File: config.mk
export PLATFORM = sky130hd
export DESIGN_NAME = potato2_ctrl
export DESIGN_NICKNAME = d
export VERILOG_FILES = /design/src/rtl/potato2_ctrl.sv
export SDC_FILE = /design/constraint.sdc
export NUM_CORES = 1
export LEC_CHECK = 0
export BUFFER_PORTS_ARGS = -buffer_cell sky130_fd_sc_hd__buf_2
export CORE_UTILIZATION = 40
export CTS_CLUSTER_SIZE = 28
export DETAILED_ROUTE_END_ITERATION = 8
export GPL_TIMING_DRIVEN = 0
export PLACE_DENSITY = 0.59
export SLEW_MARGIN = 25
export SYNTH_ARGS = -nofsm -noshare
export SYNTH_HDL_FRONTEND = slang
export SYNTH_SLANG_ARGS = --single-unit
File: constraint.sdc
create_clock -name clk -period 5.01 [get_ports clk]
set_clock_uncertainty 0.15 [all_clocks]
set_input_delay 1.002 -clock clk [delete_from_list [all_inputs] [get_ports clk]]
set_output_delay 1.002 -clock clk [all_outputs]
set_load 0.03 [all_outputs]
File: src/rtl/potato2_ctrl.sv
// Brainfuck-style sequencer: one instruction per clk, bracket skips scan one instruction per cycle.
// IN/OUT stall in place on iowait; optional opcode-9 HALT enabled by POTATO2_HALT_EN.
module potato2_ctrl #(
  parameter int PC_W    = 8,
  parameter int DEPTH_W = 4
) (
  input  logic            clk,
  input  logic            rst,
  input  logic            iowait,
  input  logic            zeroflag,
  input  logic [3:0]      instr,
  output logic [PC_W-1:0] pc,
  output logic [5:0]      command,
  output logic            halted,
  output logic            error
);

  typedef enum logic [1:0] {
    EXEC      = 2'd0,
    SKIP_FWD  = 2'd1,
    SKIP_BACK = 2'd2,
    HALT      = 2'd3
  } state_t;

  localparam logic [3:0] OP_INC  = 4'd1;
  localparam logic [3:0] OP_DEC  = 4'd2;
  localparam logic [3:0] OP_NEXT = 4'd3;
  localparam logic [3:0] OP_PREV = 4'd4;
  localparam logic [3:0] OP_OUT  = 4'd5;
  localparam logic [3:0] OP_IN   = 4'd6;
  localparam logic [3:0] OP_LOOP = 4'd7;
  localparam logic [3:0] OP_END  = 4'd8;
  localparam logic [3:0] OP_HALT = 4'd9;

  localparam logic [DEPTH_W-1:0] DEPTH_ONE = DEPTH_W'(1);
  localparam logic [DEPTH_W-1:0] DEPTH_MAX = '1;

  state_t            state;
  state_t            state_nxt;
  logic [PC_W-1:0]   pc_nxt;
  logic [PC_W-1:0]   pc_inc;
  logic [PC_W-1:0]   pc_dec;
  logic [DEPTH_W-1:0] depth;
  logic [DEPTH_W-1:0] depth_nxt;
  logic              ovf;

  assign pc_inc = pc + PC_W'(1);
  assign pc_dec = pc - PC_W'(1);

  always_ff @(posedge clk or posedge rst) begin
    if (rst) begin
      state  <= EXEC;
      pc     <= '0;
      depth  <= '0;
      halted <= 1'b0;
      error  <= 1'b0;
    end else begin
      state  <= state_nxt;
      pc     <= pc_nxt;
      depth  <= depth_nxt;
      halted <= (state_nxt == HALT);
      error  <= error | ovf;
    end
  end

  always_comb begin
    state_nxt = state;
    pc_nxt    = pc;
    depth_nxt = depth;
    command   = '0;
    ovf       = 1'b0;
    case (state)
      EXEC: begin
        case (instr)
          OP_INC:  begin command[0] = 1'b1; pc_nxt = pc_inc; end
          OP_DEC:  begin command[1] = 1'b1; pc_nxt = pc_inc; end
          OP_NEXT: begin command[2] = 1'b1; pc_nxt = pc_inc; end
          OP_PREV: begin command[3] = 1'b1; pc_nxt = pc_inc; end
          OP_OUT: begin
            command[4] = 1'b1;
            if (!iowait) pc_nxt = pc_inc;
          end
          OP_IN: begin
            command[5] = 1'b1;
            if (!iowait) pc_nxt = pc_inc;
          end
          OP_LOOP: begin
            pc_nxt = pc_inc;
            if (zeroflag) begin
              depth_nxt = DEPTH_ONE;
              state_nxt = SKIP_FWD;
            end
          end
          OP_END: begin
            if (zeroflag) begin
              pc_nxt = pc_inc;
            end else begin
              depth_nxt = DEPTH_ONE;
              pc_nxt    = pc_dec;
              state_nxt = SKIP_BACK;
            end
          end
          OP_HALT: begin
`ifdef POTATO2_HALT_EN
            state_nxt = HALT;
`else
            pc_nxt = pc_inc;
`endif
          end
          default: pc_nxt = pc_inc;
        endcase
      end

      SKIP_FWD: begin
        case (instr)
          OP_LOOP: begin
            // depth never wraps: a nest deeper than the counter freezes pc here
            if (depth == DEPTH_MAX) begin
              ovf       = 1'b1;
              state_nxt = HALT;
            end else begin
              depth_nxt = depth + DEPTH_ONE;
              pc_nxt    = pc_inc;
            end
          end
          OP_END: begin
            pc_nxt = pc_inc;
            if (depth == DEPTH_ONE) state_nxt = EXEC;
            else                    depth_nxt = depth - DEPTH_ONE;
          end
          default: pc_nxt = pc_inc;
        endcase
      end

      SKIP_BACK: begin
        case (instr)
          OP_END: begin
            if (depth == DEPTH_MAX) begin
              ovf       = 1'b1;
              state_nxt = HALT;
            end else begin
              depth_nxt = depth + DEPTH_ONE;
              pc_nxt    = pc_dec;
            end
          end
          OP_LOOP: begin
            // matching "[" found: resume on the instruction after it
            if (depth == DEPTH_ONE) begin
              pc_nxt    = pc_inc;
              state_nxt = EXEC;
            end else begin
              depth_nxt = depth - DEPTH_ONE;
              pc_nxt    = pc_dec;
            end
          end
          default: pc_nxt = pc_dec;
        endcase
      end

      default: begin
        state_nxt = HALT;
      end
    endcase
  end

endmodule

==> key figures, run 1 <==
Outcome
  – Status: complete, no violations

Place
  – Dpl cell area: 1800 um^2
  – Port bufs: 23
  – Detailed Place HPWL: 3.09 mm
  – RD Place Congestion: 0.897

Timing
  – Fin crit share: 0.587
  – RSZ-0062 raised after global routing: false
  – Setup TNS: 0 ns
  – Post-layout minimum cycle time: 2.94 ns
  – Max Clk Rate: between 300 and 400 MHz
  – Worst-Margin Slew: 1.01 ns
  – Final hold vios: 0
  – # setup viols final: 0
  – Slew headroom: 0.324
  – Final Max Slew Viols: 0

Worst setup path
  – Worst Reg2Reg Path Length in Cells: 8
  – Critical-path cell list: inv_1 -> ha_1 -> clkbuf_1 -> nand3b_1 -> nor3_1 -> buf_2
  – CP max-delay cell: dfrtp_1
  – Critical Path RT: 3.86 ns
  – CP endpoint kind: primary output
  – CP arrival: approximately 1.8 ns
  – Crit path largest cell delay: between 0.4 and 0.5 ns
  – Critical path buffer and inverter count: 3
  – Reg2Reg Setup Slack: 2.29 ns
  – CP startpoint kind: flip-flop
  – Cell family with most CP delay: buffers and inverters
  – Crit-path max FO: 9
  – Reg-to-Reg End: pc[2]
  – WS Path Type: flip-flop to primary output
  – Reg-to-reg startpoint: state[0]

Routing
  – Via count: 1,667
  – Post-Route WL: about 4.2 mm
  – DR pass1 iterations: 4
  – Post-route DRC: 0
  – Initial DRC count: between 70 and 80
  – Post-DRT Antenna Nets: 0
  – Avg Vias per Cell: ~5.9
  – Drt wl/cell: between 10 and 15 um

Synthesis
  – Synth Flop Type: dfrtp_1
  – Number of synthesized flops with an enable pin: 0
  – Synth async-reset ratio: 1.00
  – Top cell type's share of synthesized area: 0.246
  – Synth Warn #: 0
  – Yosys reg bits: 16
  – Post-Syn Nets: about 220
  – Most frequent cell after synthesis: nor2_1
  – Synth unique cells: 60
  – Synthesized area: ~1600 um^2
  – Cell taking the most area after synthesis: dfrtp_1
  – Synth Area per Inst: about 8 um^2
  – Most frequent cells after synthesis: 21 x nor2_1, 16 x dfrtp_1, 16 x nand2_1
  – Seq/Total Area, Yosys: 0.246
  – Synth top area cells: dfrtp_1 25%, ha_1 6.9%, nor2_1 4.8%
  – Cells after Synth: 207

Flow run
  – Max-capacitance violation count: 0

Floorplan
  – Die height: roughly 66 um
  – Row Count: 22
  – Top-Level Pins: 24
  – Die width: about 66 um
  – Die ar.: between 4000 and 5000 um^2
  – Initial Util: 0.431
  – Core ar.: between 3000 and 4000 um^2

Global routing
  – First-pass GRT wire length: around 7.2 mm
  – Total GRT Usage: 0.217
  – Largest net degree at the start of global routing: 17
  – GR Overflow Total: 0
  – Vias in the first global route: between 1,000 and 1,500
  – Initial antenna violation count: 0

CTS
  – TritonCTS clock tree: built
  – Post-CTS Setup Bufs: 0
  – H-tree depth: 1
  – Post-cts sizing count: 0
  – Root Driver: clkbuf_8
  – Clk pin slew, worst setup/hold paths: ~0.070 ns
  – Num CTS Buffers: 3
  – Clk Latency, worst-skew pair: around 0.25 ns
  – Hold Buf Count CTS: 0
  – Clock Path Buffers: 2
  – Num Clock Sinks: 16

Power
  – Static leakage: between 0.8 and 0.9 nW
  – Pwr dens: 700 nW/um^2
  – Worst VDD drop: about 0.25 mV

Worst hold path
  – Hold EP: error
  – Hold Crit Start: error
  – Hold depth: 1
  – Min-delay worst type: flip-flop to flip-flop

Layout
  – ANT cells: 0
  – Area Growth Syn to Fin: 14.2%
  – Finished Core Util: 0.492
  – Share of layout cells above drive strength 1: 0.175
  – Fin nets: 252
  – Final instance area: approximately 1900 um^2
[cell usage in the layout (no fill, tap or decap), types with 2 or more instances in the layout]
cell,instances
clkbuf_1,8
clkbuf_8,4
a221oi_1,2
inv_1,13
dfrtp_1,16
xor2_1,2
a22oi_1,3
a211o_1,2
and3_1,5
buf_2,26
nand4_1,2
o31ai_1,4
a221o_1,2
o31a_1,2
nand2b_1,2
mux2i_1,2
nand2_1,16
a22o_1,2
nor3_1,11
ha_1,9
o21bai_1,2
o2bb2ai_1,2
nand3_1,7
a21o_1,3
o21ai_0,10
a32oi_1,5
o211ai_1,2
a21oi_1,12
o32ai_1,2
o22ai_1,4
a31oi_1,2
nor2_1,21
[registers in the layout, summed over array words and instances (netlist names)]
signal	cells
state	2
halted	1
pc	8
error	1
depth	4
[cell type report]
cell class	instances	area, um^2
Multi-Input combinational cell	167	1130
Timing Repair Buffer	23	115
Tap cell	48	60.1
Inverter	13	48.8
Fill cell	369	1920
Clock buffer	4	55.1
Buffer	11	45.0
Sequential cell	16	400
[worst register-to-register path, stage by stage (launching register included)]
cell and delay, ns:
dfrtp_1 0.47, inv_1 0.10, ha_1 0.29, clkbuf_1 0.34, inv_1 0.16, a311oi_2 0.39
nor2_2 0.14, a221o_1 0.37, a31o_1 0.21
[where the power goes]
part | switching, mW | internal [mW] | total, mW
clock network | 0.0491 | 0.0698 | 0.119
logic | 0.584 | 0.338 | 0.922
registers | 0.0691 | 0.188 | 0.257
[metal layers]
metal,global-route usage,up-vias,share of wire
met5,0,-,0
met4,0.0489,0,0
met3,0.0365,0,0.059
met2,0.314,67,0.43
met1,0.328,753,0.51
li1,-,847,-
[how the worst max path moves through the flow]
| stage | startpoint | end | slack (ns) | cells past startpoint |
|---|---|---|---|---|
| after detailed placement | instr[1] | pc[1] | 1.83 | 6 |
| after CTS | state[1] | command[3] | 2.06 | 6 |
| after global routing | state[0] | command[3] | 1.81 | 6 |
| after global placement | instr[1] | pc[1] | 1.87 | 6 |
| after floorplan | instr[3] | command[3] | 2.01 | 2 |
| final | state[0] | command[3] | 2.07 | 6 |
[cell families after synthesis]
logic type               after synthesis  share of synthesized area
AND/OR/NAND/NOR                       80                      0.267
buffers and inverters                 24                     0.0577
XOR/XNOR                               2                     0.0108
multiplexers                           3                     0.0192
AO/OA/AOI/OAI                         73                      0.329
flip-flops                            16                      0.246
adder cells (fa/ha/maj)                9                     0.0693
[per-stage QoR]
| step | worst slack (ns) | cells | hold WS (ns) | power, mW |
|---|---|---|---|---|
| floorplan | 2.01 | 207 | 0.373 | 0.961 |
| global placement | 1.87 | 278 | 0.302 | 1.17 |
| detailed placement | 1.83 | 278 | 0.311 | 1.17 |
| CTS | 2.06 | 282 | 0.328 | 1.30 |
| global route | 1.81 | 282 | 0.338 | 1.42 |
| finish | 2.07 | 282 | 0.318 | 1.30 |
No activity file was read; power rests on OpenSTA's default activity.
==> inputs of run 2 (changes only) <==
--- a/config.mk
+++ b/config.mk
@@ -5,12 +5,13 @@
 export SDC_FILE = /design/constraint.sdc
 export NUM_CORES = 1
 export LEC_CHECK = 0
+export ABC_AREA = 1
 export BUFFER_PORTS_ARGS = -buffer_cell sky130_fd_sc_hd__buf_2
 export CORE_UTILIZATION = 40
 export CTS_CLUSTER_SIZE = 28
 export DETAILED_ROUTE_END_ITERATION = 8
 export GPL_TIMING_DRIVEN = 0
-export PLACE_DENSITY = 0.59
+export PLACE_DENSITY = 0.61
 export SLEW_MARGIN = 25
 export SYNTH_ARGS = -nofsm -noshare
 export SYNTH_HDL_FRONTEND = slang
==> constraint.sdc (replaced) <==
create_clock -name clk -period 2.7 [get_ports clk]
set_clock_uncertainty 0.15 [all_clocks]
set_input_delay 0.54 -clock clk [delete_from_list [all_inputs] [get_ports clk]]
set_output_delay 0.54 -clock clk [all_outputs]
set_load 0.03 [all_outputs]
==> run 2 against run 1 <==
  * Area after synthesis up 11%
  * Critical path depth down 1
  * Wire length up 4.0%
==> key figures, run 2 <==
Outcome
  – Status: complete, no violations

Worst setup path
  – Reg-to-reg startpoint: state[0]
  – Worst Reg2Reg Path Length in Cells: 8 (unchanged)
  – Crit path largest cell delay: 0.42 ns (-0.04 ns)
  – Crit-path max FO: 6 (-3)
  – CP arrival: 1.73 ns (-0.06 ns)
  – CP startpoint kind: flip-flop
  – Crit-path most repeated cell: inv_1
  – Reg-to-Reg End: pc[1]
  – CP max-delay cell: dfrtp_1
  – Critical path buffer and inverter count: 3 (unchanged)
  – WS Path Type: flip-flop to primary output
  – Critical-path cell list: inv_1 -> ha_1 -> inv_1 -> nor4_1 -> buf_2
  – CP endpoint kind: primary output
  – Reg2Reg Setup Slack: 0.68 ns (-1.61 ns)
  – Cell family with most CP delay: buffers and inverters
  – Critical Path RT: 2.01 ns (-1.85 ns)

Layout
  – Top Registers: pc: 8 flops, depth: 4 flops, state: 2 flops
  – Most frequent cells in the layout: 101 x nand2_1, 34 x inv_1, 34 x nand3_1
  – Max FFs per register: 8 (unchanged)
  – Commonest non-fill, non-tap cell in the layout: nand2_1
  – Register name with the most flops: pc
  – Area Growth Syn to Fin: 13.0%
  – ANT cells: 0 (unchanged)
  – Share of layout cells above drive strength 1: 0.192 (+0.0167)
  – Fin nets: 341 (+35%)
  – Final instance area: 2050 um^2 (+10%)

Timing
  – Fin Hold WS: 0.212 ns (-0.106 ns)
  – Worst-Margin Slew: 0.639 ns (-0.368 ns)
  – Max Clk Rate: roughly 410 MHz
  – Fin crit share: 0.894
  – Post-layout minimum cycle time: between 2 and 2.5 ns
  – Setup TNS: 0 ns (unchanged)
  – RSZ-0062 raised after global routing: false
  – Slew headroom: 0.574 (+0.250)
  – # setup viols final: 0 (unchanged)
  – Final hold vios: 0 (unchanged)
  – Final Max Slew Viols: 0 (unchanged)

Place
  – Dpl cell area: 1990 um^2 (+11%)
  – Port bufs: 23 (unchanged)
  – Detailed Place HPWL: 3.36 mm (+8.5%)
  – RD Place Congestion: 0.872 (-2.8%)

Global routing
  – First-pass GRT wire length: 8.09 mm (+12%)
  – Total GRT Usage: 0.204 (-0.0125)
  – GR Overflow Total: 0 (unchanged)
  – Largest net degree at the start of global routing: 17 (unchanged)
  – Vias in the first global route: 1,785 (+21%)
  – Initial antenna violation count: 0 (unchanged)

Routing
  – Post-DRT Antenna Nets: 0 (unchanged)
  – Initial DRC count: 125 (+71%)
  – Via count: 1,854 (+11%)
  – Avg Vias per Cell: 4.94 (-16%)
  – DR pass1 iterations: 4 (unchanged)
  – Post-route DRC: 0 (unchanged)
  – Drt wl/cell: 11.6 um (-22%)
  – Post-Route WL: 4.35 mm (+4.0%)

CTS
  – H-tree depth: 1 (unchanged)
  – Post-cts sizing count: 0 (unchanged)
  – Clk pin slew, worst setup/hold paths: 0.07 ns (about the same)
  – Post-CTS Setup Bufs: 0 (unchanged)
  – TritonCTS clock tree: built
  – Num Clock Sinks: 16 (unchanged)
  – Clk Latency, worst-skew pair: 0.25 ns (about the same)
  – Root Driver: clkbuf_8
  – Hold Buf Count CTS: 0 (unchanged)
  – Num CTS Buffers: 3 (unchanged)
  – Clock Path Buffers: 2 (unchanged)

Synthesis
  – Number of synthesized flops with an enable pin: 0 (unchanged)
  – Synth unique cells: 32 (-47%)
  – Seq/Total Area, Yosys: 0.221 (-0.0252)
  – Yosys reg bits: 16 (unchanged)
  – Synth Flop Type: dfrtp_1
  – Synthesized area: 1810 um^2 (+11%)
  – Synth async-reset ratio: 1.00 (unchanged)
  – Synth top area cells: dfrtp_1 22%, nand2_1 21%, nand3_1 9.4%
  – Synth Warn #: 0 (unchanged)
  – Most frequent cells after synthesis: 101 x nand2_1, 34 x inv_1, 34 x nand3_1
  – Top cell type's share of synthesized area: 0.221 (-0.0252)
  – Synth Area per Inst: 6.12 um^2 (-22%)
  – Most frequent cell after synthesis: nand2_1
  – Cell taking the most area after synthesis: dfrtp_1
  – Post-Syn Nets: 313 (+40%)
  – Cells after Synth: 296 (+43%)

Floorplan
  – Die ar.: 4800 um^2 (+11%)
  – Die height: 69.3 um (+5.4%)
  – Core ar.: 4350 um^2 (+15%)
  – Initial Util: 0.416 (-0.0152)
  – Top-Level Pins: 24 (unchanged)
  – Die width: 69.3 um (+5.4%)
  – Row Count: 24 (+9.1%)

Power
  – P_sw: 1.11 mW (+58%)
  – Reg power frac: 0.209 (+0.011)
  – Part of the power in the clock network: 0.105 (+0.013)
  – Switch share: 0.547 (+0.00613)
  – Tot Pwr: 2.02 mW (+56%)
  – Pwr dens: 989 nW/um^2 (+41%)
  – Logic pwr share: 0.685 (-0.025)
  – Static leakage: 1.15 nW (+40%)
  – Int Pwr: 0.916 mW (+54%)
  – Worst VDD drop: 0.645 mV (+160%)

Worst hold path
  – Min-delay worst type: input port to async pin

Flow run
  – Max-capacitance violation count: 0 (unchanged)
## run 2: changes by cell type after synthesis, sizes merged, moves of 4 or more
cell	delta
and3	-5
a21oi	-6
nor3	-9
a32oi	-5
nor2	+14
clkbuf	-8
nand3	+34
inv	+26
nand2	+91
o31ai	-4
## run 2: layout make-up
| class | count | area [um^2] |
|---|---|---|
| Fill cell | 457 | 2310 |
| Multi-Input combinational cell | 235 | 1230 |
| Sequential cell | 16 | 400 |
| Inverter | 40 | 150 |
| Timing Repair Buffer | 23 | 115 |
| Tap cell | 52 | 65.1 |
| Clock buffer | 4 | 55.1 |
| Buffer | 5 | 27.5 |
## run 2: how the worst max path moves through the flow
stage                     startpoint          to  slack [ns]  cells past startpoint
final                       state[0]  command[1]        0.28                      5
after global routing        state[1]  command[1]        0.11                      5
after CTS                   state[0]  command[1]        0.27                      5
after detailed placement    state[0]  command[0]        0.57                      5
after global placement      state[1]  command[1]        0.56                      5
after floorplan             state[0]  command[0]        0.19                      4
## run 2: cells by family after synthesis
group / after synthesis / synth area share
AOI/OAI and AO/OA: 25 / 0.0781
xor gates and xnor gates: 4 / 0.0194
adders and majority gates: 9 / 0.0622
buffers and inverters: 45 / 0.0981
DFF: 16 / 0.221
and+or+nand+nor: 197 / 0.521
## run 2: power groups by stage
stage	sequential, mW	clock, mW	combinational (mW)
global placement	0.425	0	1.37
floorplan	0.536	0	0.973
finish	0.424	0.213	1.39
detailed placement	0.430	0	1.37
global route	0.443	0.234	1.61
CTS	0.426	0.221	1.38
## run 2: routing by layer
| layer | part of all wire | routed length, um | vias up | global-route usage |
|---|---|---|---|---|
| met5 | 0 | 0 | - | 0 |
| met4 | 0.014 | 61 | 0 | 0.0567 |
| met3 | 0.054 | 236 | 6 | 0.0378 |
| met2 | 0.43 | 1890 | 38 | 0.310 |
| met1 | 0.50 | 2160 | 815 | 0.295 |
| li1 | - | - | 995 | - |
## run 2: metrics by stage
stage	util	instances	setup slack, ns
after floorplan	-	296	0.189
after global placement	0.457	371	0.564
after detailed placement	0.457	371	0.570
after CTS	0.470	375	0.274
after global routing	0.470	375	0.108
final	0.470	375	0.285
